File: config.mk
export PLATFORM = sky130hd
export DESIGN_NAME = alu_mc
export DESIGN_NICKNAME = d
export VERILOG_FILES = /design/src/rtl/alu_pkg.sv /design/src/rtl/alu_muldiv_iter.sv /design/src/rtl/alu_mc.sv
export SDC_FILE = /design/constraint.sdc
export NUM_CORES = 1
export LEC_CHECK = 0
export ABC_AREA = 1
export CAP_MARGIN = 20
export CORE_MARGIN = 1
export CORE_UTILIZATION = 45
export CTS_BUF_LIST = sky130_fd_sc_hd__clkbuf_4 sky130_fd_sc_hd__clkbuf_8
export CTS_CLUSTER_DIAMETER = 40
export DETAILED_ROUTE_END_ITERATION = 6
export PLACE_DENSITY = 0.73
export SYNTH_ARGS = -nofsm -noshare
export SYNTH_HDL_FRONTEND = slang
export SYNTH_HIERARCHICAL = 1
export SYNTH_SLANG_ARGS = --single-unit
File: constraint.sdc
create_clock -name clk -period 12.5 [get_ports clk]
set_clock_uncertainty 0.2 [all_clocks]
set_input_delay 1.25 -clock clk [delete_from_list [all_inputs] [get_ports clk]]
set_output_delay 1.25 -clock clk [all_outputs]
set_load 0.005 [all_outputs]
File: src/rtl/alu_pkg.sv
// Shared types for the multi-cycle ALU: opcode encoding, control FSM states
// and the helper that classifies iterative (multiply/divide) opcodes.
package alu_pkg;

    typedef enum logic [3:0] {
        ALU_AND  = 4'd0,
        ALU_OR   = 4'd1,
        ALU_ADD  = 4'd2,
        ALU_SUB  = 4'd3,
        ALU_EQ   = 4'd4,
        ALU_NE   = 4'd5,
        ALU_LT   = 4'd6,
        ALU_GE   = 4'd7,
        ALU_XOR  = 4'd8,
        ALU_SLL  = 4'd9,
        ALU_SRL  = 4'd10,
        ALU_SRA  = 4'd11,
        ALU_MUL  = 4'd12,
        ALU_MULH = 4'd13,
        ALU_DIV  = 4'd14,
        ALU_REM  = 4'd15
    } alu_op_e;

    typedef enum logic [1:0] {
        IDLE = 2'd0,
        BUSY = 2'd1,
        DONE = 2'd2
    } state_e;

    // True for the opcodes served by the iterative multiply/divide unit.
    function automatic logic is_muldiv(alu_op_e op);
        return (op == ALU_MUL) || (op == ALU_MULH) || (op == ALU_DIV) || (op == ALU_REM);
    endfunction

endpackage

File: src/rtl/alu_muldiv_iter.sv
// Iterative multiply/divide datapath. Works on operand magnitudes: shift-add
// multiply (one multiplier bit per cycle) and restoring division (one
// quotient bit per cycle), with the sign applied to the final value.
// 'done' and 'result' are valid combinationally in the last iteration cycle.
module alu_muldiv_iter
    import alu_pkg::*;
#(
    parameter int WIDTH = 32
) (
    input  logic             clk,
    input  logic             reset_n,
    input  logic             start,
    input  logic [3:0]       op,
    input  logic             signed_mode,
    input  logic [WIDTH-1:0] a,
    input  logic [WIDTH-1:0] b,
    output logic             done,
    output logic [WIDTH-1:0] result
);

    localparam int CW = $clog2(WIDTH);

    alu_op_e          op_e;
    logic             a_neg, b_neg;
    logic [WIDTH-1:0] a_mag, b_mag;

    // Control state.
    logic             active_q, active_d;
    logic [CW-1:0]    cnt_q, cnt_d;

    // Datapath state. Multiply: {hi, lo} is the running product with the
    // multiplier in lo. Divide: hi is the partial remainder, lo the dividend
    // shifting out / quotient shifting in. mcand is |a| (mul) or |b| (div).
    logic             is_div_q, is_div_d;
    logic             sel_hi_q, sel_hi_d;
    logic             neg_q, neg_d;
    logic [WIDTH-1:0] hi_q, hi_d;
    logic [WIDTH-1:0] lo_q, lo_d;
    logic [WIDTH-1:0] mcand_q, mcand_d;

    logic [WIDTH:0]     sum, shifted, trial;
    logic [WIDTH-1:0]   addend;
    logic               ge;
    logic [2*WIDTH-1:0] prod, prod_s;
    logic [WIDTH-1:0]   word;

    assign op_e  = alu_op_e'(op);
    assign a_neg = signed_mode & a[WIDTH-1];
    assign b_neg = signed_mode & b[WIDTH-1];
    assign a_mag = a_neg ? -a : a;
    assign b_mag = b_neg ? -b : b;

    // Operand load on start, one iteration per cycle while active.
    always_comb begin
        // NOTE: every signal gets a default before any branch so no path leaves it unassigned and no latch is inferred.
        active_d = active_q;
        cnt_d    = cnt_q;
        is_div_d = is_div_q;
        sel_hi_d = sel_hi_q;
        neg_d    = neg_q;
        hi_d     = hi_q;
        lo_d     = lo_q;
        mcand_d  = mcand_q;
        done     = 1'b0;

        addend  = lo_q[0] ? mcand_q : '0;
        sum     = {1'b0, hi_q} + {1'b0, addend};
        shifted = {hi_q, lo_q[WIDTH-1]};
        ge      = (shifted >= {1'b0, mcand_q});
        trial   = shifted - {1'b0, mcand_q};

        if (start) begin
            active_d = 1'b1;
            cnt_d    = '0;
            is_div_d = (op_e == ALU_DIV) || (op_e == ALU_REM);
            sel_hi_d = (op_e == ALU_MULH) || (op_e == ALU_REM);
            hi_d     = '0;
            if ((op_e == ALU_DIV) || (op_e == ALU_REM)) begin
                lo_d    = a_mag;
                mcand_d = b_mag;
                // Remainder follows the dividend; a zero divisor keeps the
                // raw all-ones quotient unsigned.
                neg_d   = (op_e == ALU_REM) ? a_neg : ((a_neg ^ b_neg) & (b != '0));
            end else begin
                lo_d    = b_mag;
                mcand_d = a_mag;
                neg_d   = a_neg ^ b_neg;
            end
        end else if (active_q) begin
            cnt_d = cnt_q + CW'(1);
            if (is_div_q) begin
                hi_d = ge ? trial[WIDTH-1:0] : shifted[WIDTH-1:0];
                lo_d = {lo_q[WIDTH-2:0], ge};
            end else begin
                hi_d = sum[WIDTH:1];
                lo_d = {sum[0], lo_q[WIDTH-1:1]};
            end
            if (cnt_q == CW'(WIDTH - 1)) begin
                active_d = 1'b0;
                done     = 1'b1;
            end
        end
    end

    // Final sign fix-up and word select, taken from the last iteration.
    always_comb begin
        prod   = {hi_d, lo_d};
        prod_s = neg_q ? -prod : prod;
        word   = sel_hi_q ? hi_d : lo_d;
        if (is_div_q) begin
            result = neg_q ? -word : word;
        end else begin
            result = sel_hi_q ? prod_s[2*WIDTH-1:WIDTH] : prod_s[WIDTH-1:0];
        end
    end

    // Control registers with synchronous reset; reset aborts any operation.
    always_ff @(posedge clk) begin
        // NOTE: sequential state uses non-blocking assignments so every flop samples pre-edge values.
        if (!reset_n) begin
            active_q <= 1'b0;
            cnt_q    <= '0;
        end else begin
            active_q <= active_d;
            cnt_q    <= cnt_d;
        end
    end

    // Datapath registers.
    always_ff @(posedge clk) begin
        // NOTE: no reset here; every field is loaded on start before it is ever read.
        is_div_q <= is_div_d;
        sel_hi_q <= sel_hi_d;
        neg_q    <= neg_d;
        hi_q     <= hi_d;
        lo_q     <= lo_d;
        mcand_q  <= mcand_d;
    end

endmodule

File: src/rtl/alu_mc.sv
// Multi-cycle ALU for the execute stage. Single-cycle ops complete one cycle
// after acceptance; multiply/divide run WIDTH iterations in alu_muldiv_iter.
// The result is registered and held until the consumer takes it.
module alu_mc
    import alu_pkg::*;
#(
    parameter int WIDTH     = 32,
    parameter bit MULDIV_EN = 1'b1
) (
    input  logic             clk,
    input  logic             reset_n,
    input  logic             in_valid,
    output logic             in_ready,
    input  logic [3:0]       alu_op,
    input  logic             unsigned_flag,
    input  logic [WIDTH-1:0] a,
    input  logic [WIDTH-1:0] b,
    output logic             out_valid,
    input  logic             out_ready,
    output logic [WIDTH-1:0] result,
    output logic             zero,
    output logic             unknown_op,
    output logic             busy
);

    localparam int SW = $clog2(WIDTH);

    alu_op_e          op_e;
    logic             accept;
    logic             md_op;
    logic             md_done;
    logic [WIDTH-1:0] md_result;
    logic [WIDTH-1:0] alu_res;
    logic [SW-1:0]    shamt;
    logic             lt;

    state_e           state_q, state_d;
    logic [WIDTH-1:0] result_q, result_d;
    logic             unknown_q, unknown_d;

    assign op_e   = alu_op_e'(alu_op);
    assign md_op  = is_muldiv(op_e);
    assign accept = in_valid & in_ready;
    assign shamt  = b[SW-1:0];
    assign lt     = unsigned_flag ? (a < b) : ($signed(a) < $signed(b));

    generate
        if (MULDIV_EN) begin : gen_muldiv
            logic md_start;
            assign md_start = accept & md_op;
            alu_muldiv_iter #(.WIDTH(WIDTH)) u_muldiv (
                .clk         (clk),
                .reset_n     (reset_n),
                .start       (md_start),
                .op          (alu_op),
                .signed_mode (~unsigned_flag),
                .a           (a),
                .b           (b),
                .done        (md_done),
                .result      (md_result)
            );
        end else begin : gen_no_muldiv
            assign md_done   = 1'b0;
            assign md_result = '0;
        end
    endgenerate

    // Single-cycle operations, evaluated on the operands presented at accept.
    always_comb begin
        alu_res = '0;
        case (op_e)
            ALU_AND: alu_res = a & b;
            ALU_OR:  alu_res = a | b;
            ALU_ADD: alu_res = a + b;
            ALU_SUB: alu_res = a - b;
            ALU_EQ:  alu_res = WIDTH'(a == b);
            ALU_NE:  alu_res = WIDTH'(a != b);
            ALU_LT:  alu_res = WIDTH'(lt);
            ALU_GE:  alu_res = WIDTH'(!lt);
            ALU_XOR: alu_res = a ^ b;
            ALU_SLL: alu_res = a << shamt;
            ALU_SRL: alu_res = a >> shamt;
            ALU_SRA: alu_res = $unsigned($signed(a) >>> shamt);
            default: alu_res = '0;
        endcase
    end

    // FSM next state and result capture.
    always_comb begin
        state_d   = state_q;
        result_d  = result_q;
        unknown_d = unknown_q;
        case (state_q)
            IDLE: begin
                if (accept) begin
                    if (md_op && MULDIV_EN) begin
                        state_d   = BUSY;
                        unknown_d = 1'b0;
                    end else begin
                        state_d   = DONE;
                        result_d  = md_op ? '0 : alu_res;
                        unknown_d = md_op;
                    end
                end
            end
            BUSY: begin
                if (md_done) begin
                    state_d  = DONE;
                    result_d = md_result;
                end
            end
            DONE: begin
                if (out_ready) begin
                    state_d = IDLE;
                end
            end
            default: state_d = IDLE;
        endcase
    end

    // State and registered outputs, synchronous active-low reset.
    always_ff @(posedge clk) begin
        if (!reset_n) begin
            state_q   <= IDLE;
            result_q  <= '0;
            unknown_q <= 1'b0;
        end else begin
            state_q   <= state_d;
            result_q  <= result_d;
            unknown_q <= unknown_d;
        end
    end

    assign in_ready   = (state_q == IDLE);
    assign out_valid  = (state_q == DONE);
    assign busy       = (state_q == BUSY);
    assign result     = result_q;
    assign zero       = (result_q == '0);
    assign unknown_op = unknown_q;

endmodule

==> key figures <==
Logic synthesis
  – Synthesized area: 29100 sq um
  – Most common cell in the netlist: nand2_1
  – Area leader, netlist: nand2_1
  – Async set-reset flop share out of synthesis: 0
  – Top_reg_cell synth: dfxtp_1
  – Synth top cells by count: 1818 x nand2_1, 743 x nand3_1, 724 x inv_1, 476 x nor2_1, 329 x a21oi_1
  – Synth Register Bits: 139
  – Synth area leaders: nand2_1 23%, nand3_1 13%, inv_1 9.3%
  – Post-Syn Nets: 5795
  – Gate Count Post-Synth: 5548
  – Synth Area per Inst: 5.24 sq um
  – Sequential fraction of the synthesis area: 0.108
  – Synth cell types: 68
  – Number of synthesized flops with an enable pin: 35
  – Top-area cell type share of the netlist area: 0.235
  – Syn. warnings: 6

Placement
  – GP Congestion: 1.11
  – Placed insts: 6328
  – HPWL Detailed: 119 mm
  – Port Buffers: 108
  – Placed Area: 30400 sq um
  – DP Worst Slack: 5990 ps

Drt
  – DRT iter0 DRCs: 4927
  – Post-route ant nets: 0
  – Wirelength per Cell: 23.0 microns
  – Vias: 37900
  – Routed WL: 147 mm
  – Vias per std cell: 5.95
  – Residual DRC: 0
  – First-pass iteration count of the detailed router: 6

Clock tree
  – Post-cts gate resize count: 0
  – CTS Hold Bufs: 0
  – TritonCTS Buffers: 17
  – Worst skew pair latency: 550 ps
  – Longest Clk Path Bufs: 2
  – H-tree depth: 4
  – CTS sink cnt: 139
  – Post CTS Setup Buffer Count: 0
  – CTS root buffer: clkbuf_8
  – CTS tree: done
  – Reg clk slew, reported paths: 100 ps

Hold path
  – HP Class: reg2reg
  – Hold Crit Start: gen_muldiv.u_muldiv/cnt_q[4]$_SDFFE_PP0P_
  – Hold path depth: 2
  – Hold Path Sink: gen_muldiv.u_muldiv/cnt_q[4]$_SDFFE_PP0P_

Timing
  – Relative slew slack: 0.323
  – Fmax achieved: 165 MHz
  – RSZ-0062 raised after global routing: no
  – Period minus WS final: 6070 ps
  – Finish-stage setup viols: 0
  – Period utilization: 0.485
  – Setup slack after layout: 6430 ps
  – Pins over their slew limit: 0
  – Hold Slack: 279 ps
  – Setup_tns: 0 ps
  – Worst Tran Pin Value: 1010 ps
  – Fin. Hold Viols: 0

Floorplan
  – Die ar.: 65600 sq um
  – Die Y: 256 microns
  – Die Wd: 256 microns
  – Core Footprint: 63400 sq um
  – Initial Util: 0.458
  – Num rows: 92
  – Io pins: 110

Global routing
  – GRT Overall Usage: 0.435
  – GR met3 Demand/Resource: 0.0846
  – First-pass GRT wire length: 215 mm
  – Largest net degree at the start of global routing: 77
  – Initial antenna violation count: 2
  – Met2 GRT Util: 0.673
  – GRT met1 Usage: 0.502
  – Total gr overflow: 0
  – Vias in the first global route: 34500
  – GR peak layer: met2

Critical path
  – Slowest cell delay on critical path: 620 ps
  – Slowest-stage cell, CP: o21ai_0
  – Crit path kind: in2reg
  – Worst Reg2Reg Path Length in Cells: 34
  – Nature of the critical path startpoint: input port
  – Worst Path Max Fanout: 71
  – RR Startpoint: gen_muldiv.u_muldiv/hi_q[19]$_DFF_P_
  – Element type at the critical path end: flip-flop
  – Critical Path RT: 12740 ps
  – Flop2flop setup slack: 7000 ps
  – Reg-to-reg endpoint: result[14]$_SDFFE_PN0P_
  – Crit path DAT: 6310 ps
  – Worst Setup SP: alu_op[3]

Pwr
  – Switch share: 0.607
  – Sequential share of power: 0.192
  – Leak: 16.0 nW
  – PD cells: 123 nW/um^2
  – Int Pwr: 1.48 mW
  – Clock Power Share: 0.101
  – Power after layout: 3.78 mW
  – Worst vdd ir: 101 uV
  – Combinational cell fraction of total power: 0.707
  – Sw power: 2.30 mW

Finish
  – Area Overhead vs Synth: 5.93%
  – Finished Core Util: 0.486
  – Fin area: 30800 sq um
  – Layout cells sized above 1: 0.0550
  – Post-Layout Cell Count: 6362
  – Final #Nets: 5748

Run
  – Max Cap Violations: 0

Outcome
  – Outcome: complete, no violations
## cell families (layout without fill, tap and decap cells)
family | after synthesis | after routing | synth area share
simple gates | 3427 | 3427 | 0.517
buf+inv | 983 | 949 | 0.138
compound gates | 782 | 782 | 0.148
fa+ha+maj | 174 | 174 | 0.0759
flops | 139 | 139 | 0.108
xor+xnor | 42 | 42 | 0.0127
other cells | 1 | 3 | 0.000129
## layout by cell type, fill, tap and decap left out, drive strengths merged, types with 4 or more instances in the layout
| cell type | synthesis | final |
|---|---|---|
| dfxtp | 104 | 104 |
| xor2 | 33 | 33 |
| and2 | 19 | 19 |
| a21oi | 333 | 333 |
| xnor2 | 9 | 9 |
| o22ai | 17 | 17 |
| nor3 | 51 | 51 |
| nor4 | 12 | 12 |
| buf | 161 | 47 |
| o2111ai | 6 | 6 |
| and3 | 4 | 4 |
| o221ai | 4 | 4 |
| clkbuf | 57 | 17 |
| or2 | 19 | 19 |
| o21ai | 292 | 292 |
| fa | 4 | 4 |
| clkinv | 8 | 11 |
| a21boi | 6 | 6 |
| o211ai | 63 | 63 |
| nor2 | 533 | 533 |
| nand3b | 29 | 29 |
| nand4 | 103 | 103 |
| edfxtp | 35 | 35 |
| ha | 170 | 170 |
| nand2 | 1898 | 1898 |
| nand3 | 755 | 755 |
| a31oi | 30 | 30 |
| inv | 757 | 766 |
| o21bai | 20 | 20 |
| clkdlybuf4s50 | 0 | 105 |
## worst max path at each step
stage / slack (ps) / endpoint / depth (start not counted)
after detailed placement: 5990 / result[14]$_SDFFE_PN0P_ / 25
after CTS: 6560 / result[14]$_SDFFE_PN0P_ / 25
final: 6430 / result[14]$_SDFFE_PN0P_ / 25
after floorplan: 6340 / result[14]$_SDFFE_PN0P_ / 26
after global routing: 6090 / result[14]$_SDFFE_PN0P_ / 25
after global placement: 6020 / result[14]$_SDFFE_PN0P_ / 25
## power by group through the flow
stage	Clock (mW)	Sequential, mW	Combinational, mW
after CTS	0.389	0.713	2.57
after detailed placement	0	0.723	2.56
after global placement	0	0.724	2.55
after floorplan	0	0.634	1.75
final	0.384	0.725	2.67
after global routing	0.405	0.722	2.89
## worst max-delay path: cells and delay by family
family	cells	cell delay (ps)
buffers and inverters	6	1940
AOI/OAI and AO/OA	4	1150
adders and majority gates	1	140
and+or+nand+nor	14	1760
## state kept, by name (all words and copies together) (netlist names)
name	flops
gen_muldiv.u_muldiv/mcand_q	32
gen_muldiv.u_muldiv/neg_q	1
gen_muldiv.u_muldiv/lo_q	32
gen_muldiv.u_muldiv/active_q	1
gen_muldiv.u_muldiv/is_div_q	1
gen_muldiv.u_muldiv/cnt_q	5
result	32
gen_muldiv.u_muldiv/hi_q	32
gen_muldiv.u_muldiv/sel_hi_q	1
state_q	2
## routing by layer
layer	part of all wire	vias up
met5	0	-
met4	0.11	0
li1	-	17900
met3	0.098	606
met2	0.43	2253
met1	0.36	17100
## area by class of cell
class,count,area [sq um]
fill,7190,32600
clock inverter,15,154
antenna,2,5.00
multi-input combinational,4426,21900
tap,846,1060
clock buffer,17,234
inverter,765,2880
sequential,139,3130
timing repair buffer,152,1400
No activity file was read; power rests on OpenSTA's default activity.
